--- config.mk ---
export PLATFORM = sky130hd
export DESIGN_NAME = bf_feistel_engine
export DESIGN_NICKNAME = d
export VERILOG_FILES = /design/src/rtl/bf_feistel_engine.sv
export SDC_FILE = /design/constraint.sdc
export NUM_CORES = 2
export LEC_CHECK = 0
export BUFFER_PORTS_ARGS = -buffer_cell sky130_fd_sc_hd__buf_2
export CAP_MARGIN = 20
export CELL_PAD_IN_SITES_DETAIL_PLACEMENT = 1
export CELL_PAD_IN_SITES_GLOBAL_PLACEMENT = 1
export CORE_UTILIZATION = 45
export DETAILED_ROUTE_END_ITERATION = 16
export PLACE_DENSITY = 0.77
export SLEW_MARGIN = 20
export SYNTH_ARGS = -nofsm -noshare
export SYNTH_HDL_FRONTEND = slang
export SYNTH_SLANG_ARGS = --single-unit
--- constraint.sdc ---
create_clock -name clk -period 3.1 [get_ports clk]
set_input_delay 0.465 -clock clk [delete_from_list [all_inputs] [get_ports clk]]
set_output_delay 0.465 -clock clk [all_outputs]
set_load 0.01 [all_outputs]
--- src/rtl/bf_feistel_engine.sv ---
// Blowfish Feistel engine: owns the P-array and drives a 4-bank S-box port.
// Runs ENC, ENC with P-pair write-back, KEYXOR and PRESET commands.
module bf_feistel_engine #(
    parameter int ROUNDS   = 16,
    parameter int SBOX_LAT = 1,
    parameter int PIW      = $clog2((ROUNDS + 2) / 2)
) (
    input  logic           clk,
    input  logic           reset_l,
    input  logic           in_valid,
    output logic           in_ready,
    input  logic [1:0]     in_cmd,
    input  logic [31:0]    in_l,
    input  logic [31:0]    in_r,
    input  logic [PIW-1:0] in_pidx,
    output logic           out_valid,
    input  logic           out_ready,
    output logic [31:0]    out_l,
    output logic [31:0]    out_r,
    output logic           sb_rd,
    output logic [7:0]     sb_a0,
    output logic [7:0]     sb_a1,
    output logic [7:0]     sb_a2,
    output logic [7:0]     sb_a3,
    input  logic [31:0]    sb_d0,
    input  logic [31:0]    sb_d1,
    input  logic [31:0]    sb_d2,
    input  logic [31:0]    sb_d3,
    output logic           busy
);

    localparam int NW = ROUNDS + 2;
    localparam int NP = NW / 2;
    localparam int IW = $clog2(NW);
    localparam int WW = (SBOX_LAT > 1) ? $clog2(SBOX_LAT) : 1;
    localparam logic [IW-1:0]  LAST_I = IW'(ROUNDS - 1);
    localparam logic [IW-1:0]  K_LAST = IW'(NW - 1);
    localparam logic [PIW:0]   NP_W   = (PIW + 1)'(NP);
    localparam logic [WW-1:0]  W_LAST = WW'((SBOX_LAT > 1) ? SBOX_LAT - 2 : 0);

    typedef enum logic [2:0] {
        S_IDLE, S_ISSUE, S_WAIT, S_COMBINE, S_FINAL, S_OUT
    } state_t;

    function automatic logic [31:0] p_init(input int k);
        case (k)
            0:  return 32'h243f6a88;
            1:  return 32'h85a308d3;
            2:  return 32'h13198a2e;
            3:  return 32'h03707344;
            4:  return 32'ha4093822;
            5:  return 32'h299f31d0;
            6:  return 32'h082efa98;
            7:  return 32'hec4e6c89;
            8:  return 32'h452821e6;
            9:  return 32'h38d01377;
            10: return 32'hbe5466cf;
            11: return 32'h34e90c6c;
            12: return 32'hc0ac29b7;
            13: return 32'hc97c50dd;
            14: return 32'h3f84d5b5;
            15: return 32'hb5470917;
            16: return 32'h9216d5d9;
            17: return 32'h8979fb1b;
            default: return 32'h0;
        endcase
    endfunction

    state_t          r_state;
    logic [31:0]     r_p [NW];
    logic [31:0]     r_l, r_r, r_xl;
    logic [IW-1:0]   r_i;
    logic [IW-1:0]   r_kidx;
    logic            r_enc_p;
    logic [PIW-1:0]  r_pidx;
    logic [WW-1:0]   r_wcnt;
    logic [31:0]     r_out_l, r_out_r;
    logic            r_out_valid;
    logic            r_sb_rd;

    logic [31:0]     w_f, w_l_next, w_pnext, w_fin_l, w_fin_r;
    logic            w_pok;
    logic [IW-1:0]   w_pw;

    assign w_f      = ((sb_d0 + sb_d1) ^ sb_d2) + sb_d3;
    assign w_l_next = r_r ^ w_f;
    assign w_pnext  = r_p[r_i + IW'(1)];
    assign w_fin_l  = r_r ^ r_p[NW-1];
    assign w_fin_r  = r_l ^ r_p[NW-2];
    assign w_pok    = {1'b0, r_pidx} < NP_W;
    assign w_pw     = IW'({r_pidx, 1'b0});

    assign in_ready  = (r_state == S_IDLE);
    assign busy      = (r_state != S_IDLE);
    assign out_valid = r_out_valid;
    assign out_l     = r_out_l;
    assign out_r     = r_out_r;
    assign sb_rd     = r_sb_rd;
    assign sb_a0     = r_xl[31:24];
    assign sb_a1     = r_xl[23:16];
    assign sb_a2     = r_xl[15:8];
    assign sb_a3     = r_xl[7:0];

    // xL is computed one edge early so the S-box address is a clean register
    always_ff @(posedge clk or negedge reset_l) begin
        if (!reset_l) begin
            r_state     <= S_IDLE;
            r_l         <= '0;
            r_r         <= '0;
            r_xl        <= '0;
            r_i         <= '0;
            r_kidx      <= '0;
            r_enc_p     <= 1'b0;
            r_pidx      <= '0;
            r_wcnt      <= '0;
            r_out_l     <= '0;
            r_out_r     <= '0;
            r_out_valid <= 1'b0;
            r_sb_rd     <= 1'b0;
            for (int k = 0; k < NW; k++) r_p[k] <= p_init(k);
        end else begin
            r_sb_rd <= 1'b0;
            unique case (r_state)
                S_IDLE: begin
                    if (in_valid) begin
                        case (in_cmd)
                            2'd0, 2'd1: begin
                                r_l     <= in_l;
                                r_r     <= in_r;
                                r_i     <= '0;
                                r_enc_p <= in_cmd[0];
                                r_pidx  <= in_pidx;
                                r_xl    <= in_l ^ r_p[0];
                                r_sb_rd <= 1'b1;
                                r_state <= S_ISSUE;
                            end
                            2'd2: begin
                                r_p[r_kidx] <= r_p[r_kidx] ^ in_l;
                                r_kidx <= (r_kidx == K_LAST) ? '0 : r_kidx + IW'(1);
                            end
                            default: begin
                                for (int k = 0; k < NW; k++) r_p[k] <= p_init(k);
                                r_kidx <= '0;
                            end
                        endcase
                    end
                end
                S_ISSUE: begin
                    r_wcnt  <= '0;
                    r_state <= (SBOX_LAT > 1) ? S_WAIT : S_COMBINE;
                end
                S_WAIT: begin
                    if (r_wcnt == W_LAST) r_state <= S_COMBINE;
                    else r_wcnt <= r_wcnt + WW'(1);
                end
                S_COMBINE: begin
                    r_l <= w_l_next;
                    r_r <= r_xl;
                    r_i <= r_i + IW'(1);
                    if (r_i < LAST_I) begin
                        r_xl    <= w_l_next ^ w_pnext;
                        r_sb_rd <= 1'b1;
                        r_state <= S_ISSUE;
                    end else begin
                        r_state <= S_FINAL;
                    end
                end
                S_FINAL: begin
                    r_out_l     <= w_fin_l;
                    r_out_r     <= w_fin_r;
                    r_out_valid <= 1'b1;
                    if (r_enc_p && w_pok) begin
                        r_p[w_pw]         <= w_fin_l;
                        r_p[w_pw + IW'(1)] <= w_fin_r;
                    end
                    r_state <= S_OUT;
                end
                S_OUT: begin
                    if (out_ready) begin
                        r_out_valid <= 1'b0;
                        r_state     <= S_IDLE;
                    end
                end
                default: r_state <= S_IDLE;
            endcase
        end
    end

endmodule
Word-level counts from Yosys, hierarchy flattened
Index checks and enable logic that the tools add are counted.
{ "word_totals": {"ff_bits": 757, "inputBits": 202, "elab_cells": 140} }
{ "op_classes": {"n_addsub": 6, "n_lt_le_gt_ge": 9, "n_eq_ne": 15, "mux": 48, "bitwise_logic": 12, "n_reduce_logical": 19} }
{ "op_table": {"columns": ["op", "n"], "rows": [
  ["one-hot mux 576 bit (2 select lines)", 2],
  ["bitwise mux 576 bit", 3],
  ["2-to-1 mux 576 bit", 2],
  ["demux 32 bit (select 5 bit)", 3],
  ["2-to-1 mux 32 bit", 14],
  ["binary-select mux 32 bit (select 5 bit)", 2],
  ["XOR 32 bit", 7],
  ["one-hot mux 32 bit (2 select lines)", 3],
  ["adder 32 bit", 2],
  [">= comparator 6 bit (second input constant)", 4],
  ["NOT 5 -> 6 bit", 4],
  ["one-hot mux 5 bit (2 select lines)", 2],
  ["less-than comparator 6 x 1 -> 1 bit (second input constant)", 3],
  ["one-hot mux 3 bit (6 select lines)", 1],
  ["adder 5 x 1 -> 5 bit (second input constant)", 3],
  ["2-to-1 mux 3 bit", 5],
  ["2-to-1 mux 5 bit", 3],
  ["inequality test 2 bit (second input constant)", 6],
  ["AND reduction 4 bit", 3],
  ["AND reduction 3 bit", 3],
  ["nonzero test 2 bit", 4],
  ["equality test 3 x 2 -> 1 bit (second input constant)", 2],
  ["equality test 3 bit (second input constant)", 2],
  ["one-hot mux 1 bit (2 select lines)", 3],
  ["other kinds (16)", 23]
]} }

Logic depth before layout (Yosys ltp)
{ "depth": {"depth_word": 9, "ltp_mapped": 23, "ltp_nobuf": 23} }

Worst setup path before layout
Ideal clock, no wire load.
{ "synth_path": {"path_kind": "input to register", "start": "input sb_d0[0]", "end": "register r_xl[31]", "setup_ps": 120, "t_arrival_ps": 4643, "t_required_ps": 2980, "setup_slack_ps": -1663, "stages": 21, "cell_sequence": "ha_1 > inv_1 > fa_1 > nor2b_1 > o211ai_1 > a21boi_0 > o211ai_1 > a21oi_1 > a31oi_1 > o21ai_0 > a21o_1 > a21oi_1 > xnor2_1 > ha_1 > a21o_1 > a21oi_1 > or3b_2 > o221ai_1 > xnor3_1 > o21ai_0 > nand2_1"} }
{ "synth_via": {"elab_chain_cells": 7} }
{ "synth_rtl": {"columns": ["item", "line", "text"], "rows": [
  ["from (decl)", "25", "input logic [31:0] sb_d0,"],
  ["adder 32 bit", "85", "assign w_f = ((sb_d0 + sb_d1) ^ sb_d2) + sb_d3;"],
  ["XOR 32 bit", "85", null],
  ["adder 32 bit", "85", null],
  ["XOR 32 bit", "86", "assign w_l_next = r_r ^ w_f;"],
  ["XOR 32 bit", "161", "r_xl <= w_l_next ^ w_pnext;"],
  ["2-to-1 mux 32 bit", "160", "if (r_i < LAST_I) begin"],
  ["one-hot mux 32 bit (2 select lines)", "123", "unique case (r_state)"],
  ["to (signal assigned)", "133", "r_xl <= in_l ^ r_p[0];"],
  ["to (signal assigned)", "161", null],
  ["to (decl)", "71", "logic [31:0] r_l, r_r, r_xl;"]
]} }
Every way passes these cells. The select of a mux whose other input is x is not followed.
A chain may end at the register's enable or synchronous reset.

Worst setup path after layout
{ "layout_path": {"start": "input sb_d0[1]", "end": "register r_xl[28]"} }
The elaborated chain is that of the path after synthesis.

==> impl_metrics.tcl <==
set metrics [dict create \
    outcome "complete, but fails checks" \
    violations "negative setup slack" \
    hold_viol_final 0 \
    clk_latency_ns 0.70 \
    fin_worst_skew_ns 0.03510 \
    drt-initial-drc-count 5310 \
    crit_path_max_fanout 3 \
    clk_pin_slew_ns 0.06 \
    seq_area_frac_synth_pct 40.27 \
    place.gp.congestion 0.9253 \
    postRouteAntennaNets 0 \
    dpl_cell_area_um2 54860 \
    synth.distinct_cells 72 \
    yosys.area.top_type "dfrtp_1" \
    max_slew.worst_pin.slew_ns 1.186 \
    async_flop_share_pct 100.0 \
    end_kind "flip-flop" \
    hp-class "in -> reg" \
    rrSetupSlack_ns -0.43 \
    synthTopCellsByCount "546 x o21a_1, 489 x dfrtp_1, 441 x nand2_1, 384 x o211ai_1" \
    die_area_um2 107500 \
    cts_root_buffer "clkbuf_16" \
    grt_pass1_wl_um 315300 \
    worstPathArrival_ns 4.73 \
    grt_max_degree 85 \
    core-area_um2 105300 \
    initial_utilization_pct 45.41 \
    antenna_found_initial 12 \
    min_period_ns 4.206 \
    io_buffers 301 \
    start_kind "input pin" \
    place_hpwl_um 147600 \
    final.period_utilization_pct 135.7 \
    ys_top_cells_by_area "dfrtp_1 26%, dfstp_2 15%, mux4_2 12%" \
    drcViolationCount 0 \
    fin_ws_ns -1.106 \
    grt_pass1_vias 47996 \
    fmax_mhz 237.8 \
    num_rows 119 \
    die_h_um 327.9 \
    cts_buffers 86 \
    required_ns 3.63 \
    grt-ovfl-total 0 \
    crit_type "in -> reg" \
    synth_area_per_cell_um2 10.74 \
    slew_headroom_pct 20.63 \
    viasPerCell 7.116 \
    slew_viol_final 0 \
    setup_tns_ns -38.05 \
    finalWirelength_um 224400 \
    synth-main-ff-cell "dfrtp_1" \
    r2r_cells 11 \
    powerDensity_nw_per_um2 1267 \
    holdPathStages 3 \
    clkSinkCount 756 \
    die_width_um 327.9 \
    synth_edf_count 0 \
    vdd_drop_max_uv 1162 \
    routedWlPerCell_um 34.25 \
    yosysMostFrequentCell "o21a_1" \
    grt_setup_unrepaired "true" \
    hp-start "in_r[18]" \
    clockBufferDepth 3 \
    setup_violations 76 \
    synth_cells 4453 \
    hold-worst-slack_ns 0.03234 \
    cap_violations 0 \
    synthesis.nets 4726 \
    synth_top_area_share_pct 25.60 \
    num_vias 46627 \
    drive_gt1_share_pct 38.70 \
    crit_start "sb_d0[1]" \
    tritoncts "built" \
    grtUsageTotal_pct 39.27 \
    syn2layout_area_growth_pct 26.59 \
    leakage_uw 0.02377 \
    ios 302 \
    dp_slack_ns -1.718 \
    firstDrtPassIters 6 \
    stdcell_area_um2 60520 \
    ys_ff_latch 756 \
    netlist_area_um2 47800 \
    r2r-start "r_i[0]" \
    nets 5349 \
    htreeDepth 3 \
    yosysWarnings 0 \
]
==> cells by family (layout without fill, tap and decap cells) <==
logic type	count (synthesis)	after routing	synth area share (%)
buffers and inverters	423	1120	4.020
multiplexers	416	416	15.61
flip-flops	756	756	40.27
AND/OR/NAND/NOR	863	863	7.648
adder cells (fa/ha/maj)	71	71	1.890
AO/OA/AOI/OAI	1641	1641	24.95
other	0	11	0
XOR/XNOR	283	283	5.606
==> power by group <==
part | internal (µW) | switching [µW]
combinational | 21200 | 23000
clock | 6430 | 4610
sequential | 16200 | 5250
total | 43800 | 32900
==> cells in the final DEF (no fill, tap or decap), types with 18 or more instances in the layout <==
cell         n
buf_4      475
o21a_1     546
buf_6       64
nand2_1    431
nand3_1     35
o21ai_0     55
mux4_2     252
dfstp_2    267
o221ai_2    31
o211ai_1   384
mux2i_1     92
o21ai_1     27
inv_1       25
xnor2_1    112
dfrtp_1    483
a21oi_4     25
xor2_1     106
o221ai_1   172
xnor2_2     44
nor2_1     232
clkbuf_1    24
o21ai_2     19
ha_1        53
a21oi_1    138
mux2_2      57
a21o_1      34
clkbuf_16   90
a21oi_2     46
a31oi_1     41
buf_2      296
buf_12      78
clkbuf_8    22
o22ai_1     44
a22oi_2     18
==> critical path: stages <==
cell	delay, ns
buf_6	0.10
buf_6	0.11
ha_4	0.24
a211oi_4	0.27
buf_4	0.16
buf_6	0.09
o21ai_4	0.05
a21o_1	0.20
a21o_1	0.19
a21o_1	0.19
a21oi_2	0.17
xnor2_2	0.11
ha_1	0.34
buf_6	0.12
nand4_1	0.18
nor2_2	0.24
o211a_4	0.25
buf_4	0.13
buf_6	0.09
o21ai_4	0.07
o2111ai_4	0.24
buf_4	0.15
a21oi_1	0.09
a211oi_4	0.21
xor2_1	0.18
o21ai_1	0.09
==> flip-flops by register name, indices dropped and copies added (netlist names) <==
signal / cells
r_p: 576
out_l: 32
out_r: 32
r_l: 32
r_r: 32
r_xl: 32
r_i: 5
r_kidx: 5
r_pidx: 4
r_state: 3
out_valid: 1
r_enc_p: 1
sb_rd: 1
==> final timing paths <==
kind                             endpoint
max in group asynchronous          r_i[0]
worst max-delay path             r_xl[28]
worst max register to register   r_xl[12]
min in group asynchronous        r_p[245]
worst min register to register  out_r[28]
worst min-delay path              r_r[18]
==> timing repair <==
action,in CTS,in global routing
cloned,3,3
setup buffers,42,60
pin swaps,82,136
hold buffers,5,0
endpoints found under the setup margin,263,207
resized for setup,197,168
hold endpoints to repair,32,0
==> cell type report <==
class | count | area, µm²
tap | 1391 | 1740
sequential | 756 | 19270
fill | 10969 | 44750
antenna | 11 | 27.53
timing repair buffer | 931 | 7672
clock buffer | 135 | 2620
multi-input combinational | 3274 | 28710
inverter | 27 | 101.3
clock inverter | 27 | 382.9
==> routing by layer <==
layer,part of all wire [%],track usage [%],vias up
li1,-,-,18185
met4,9.9,31.03,2
met5,0.0053,0,-
met2,47,63.84,3350
met1,34,46.02,23856
met3,8.4,6.932,1234
==> per-stage QoR <==
stage	util, %	power (µW)	instances
final	57.49	76690	6552
after global routing	57.49	78890	6550
after CTS	56.28	72640	6489
after detailed placement	52.12	59210	6288
after global placement	52.12	57630	6288
after floorplan	-	43880	4453
No activity file was read; power rests on OpenSTA's default activity.
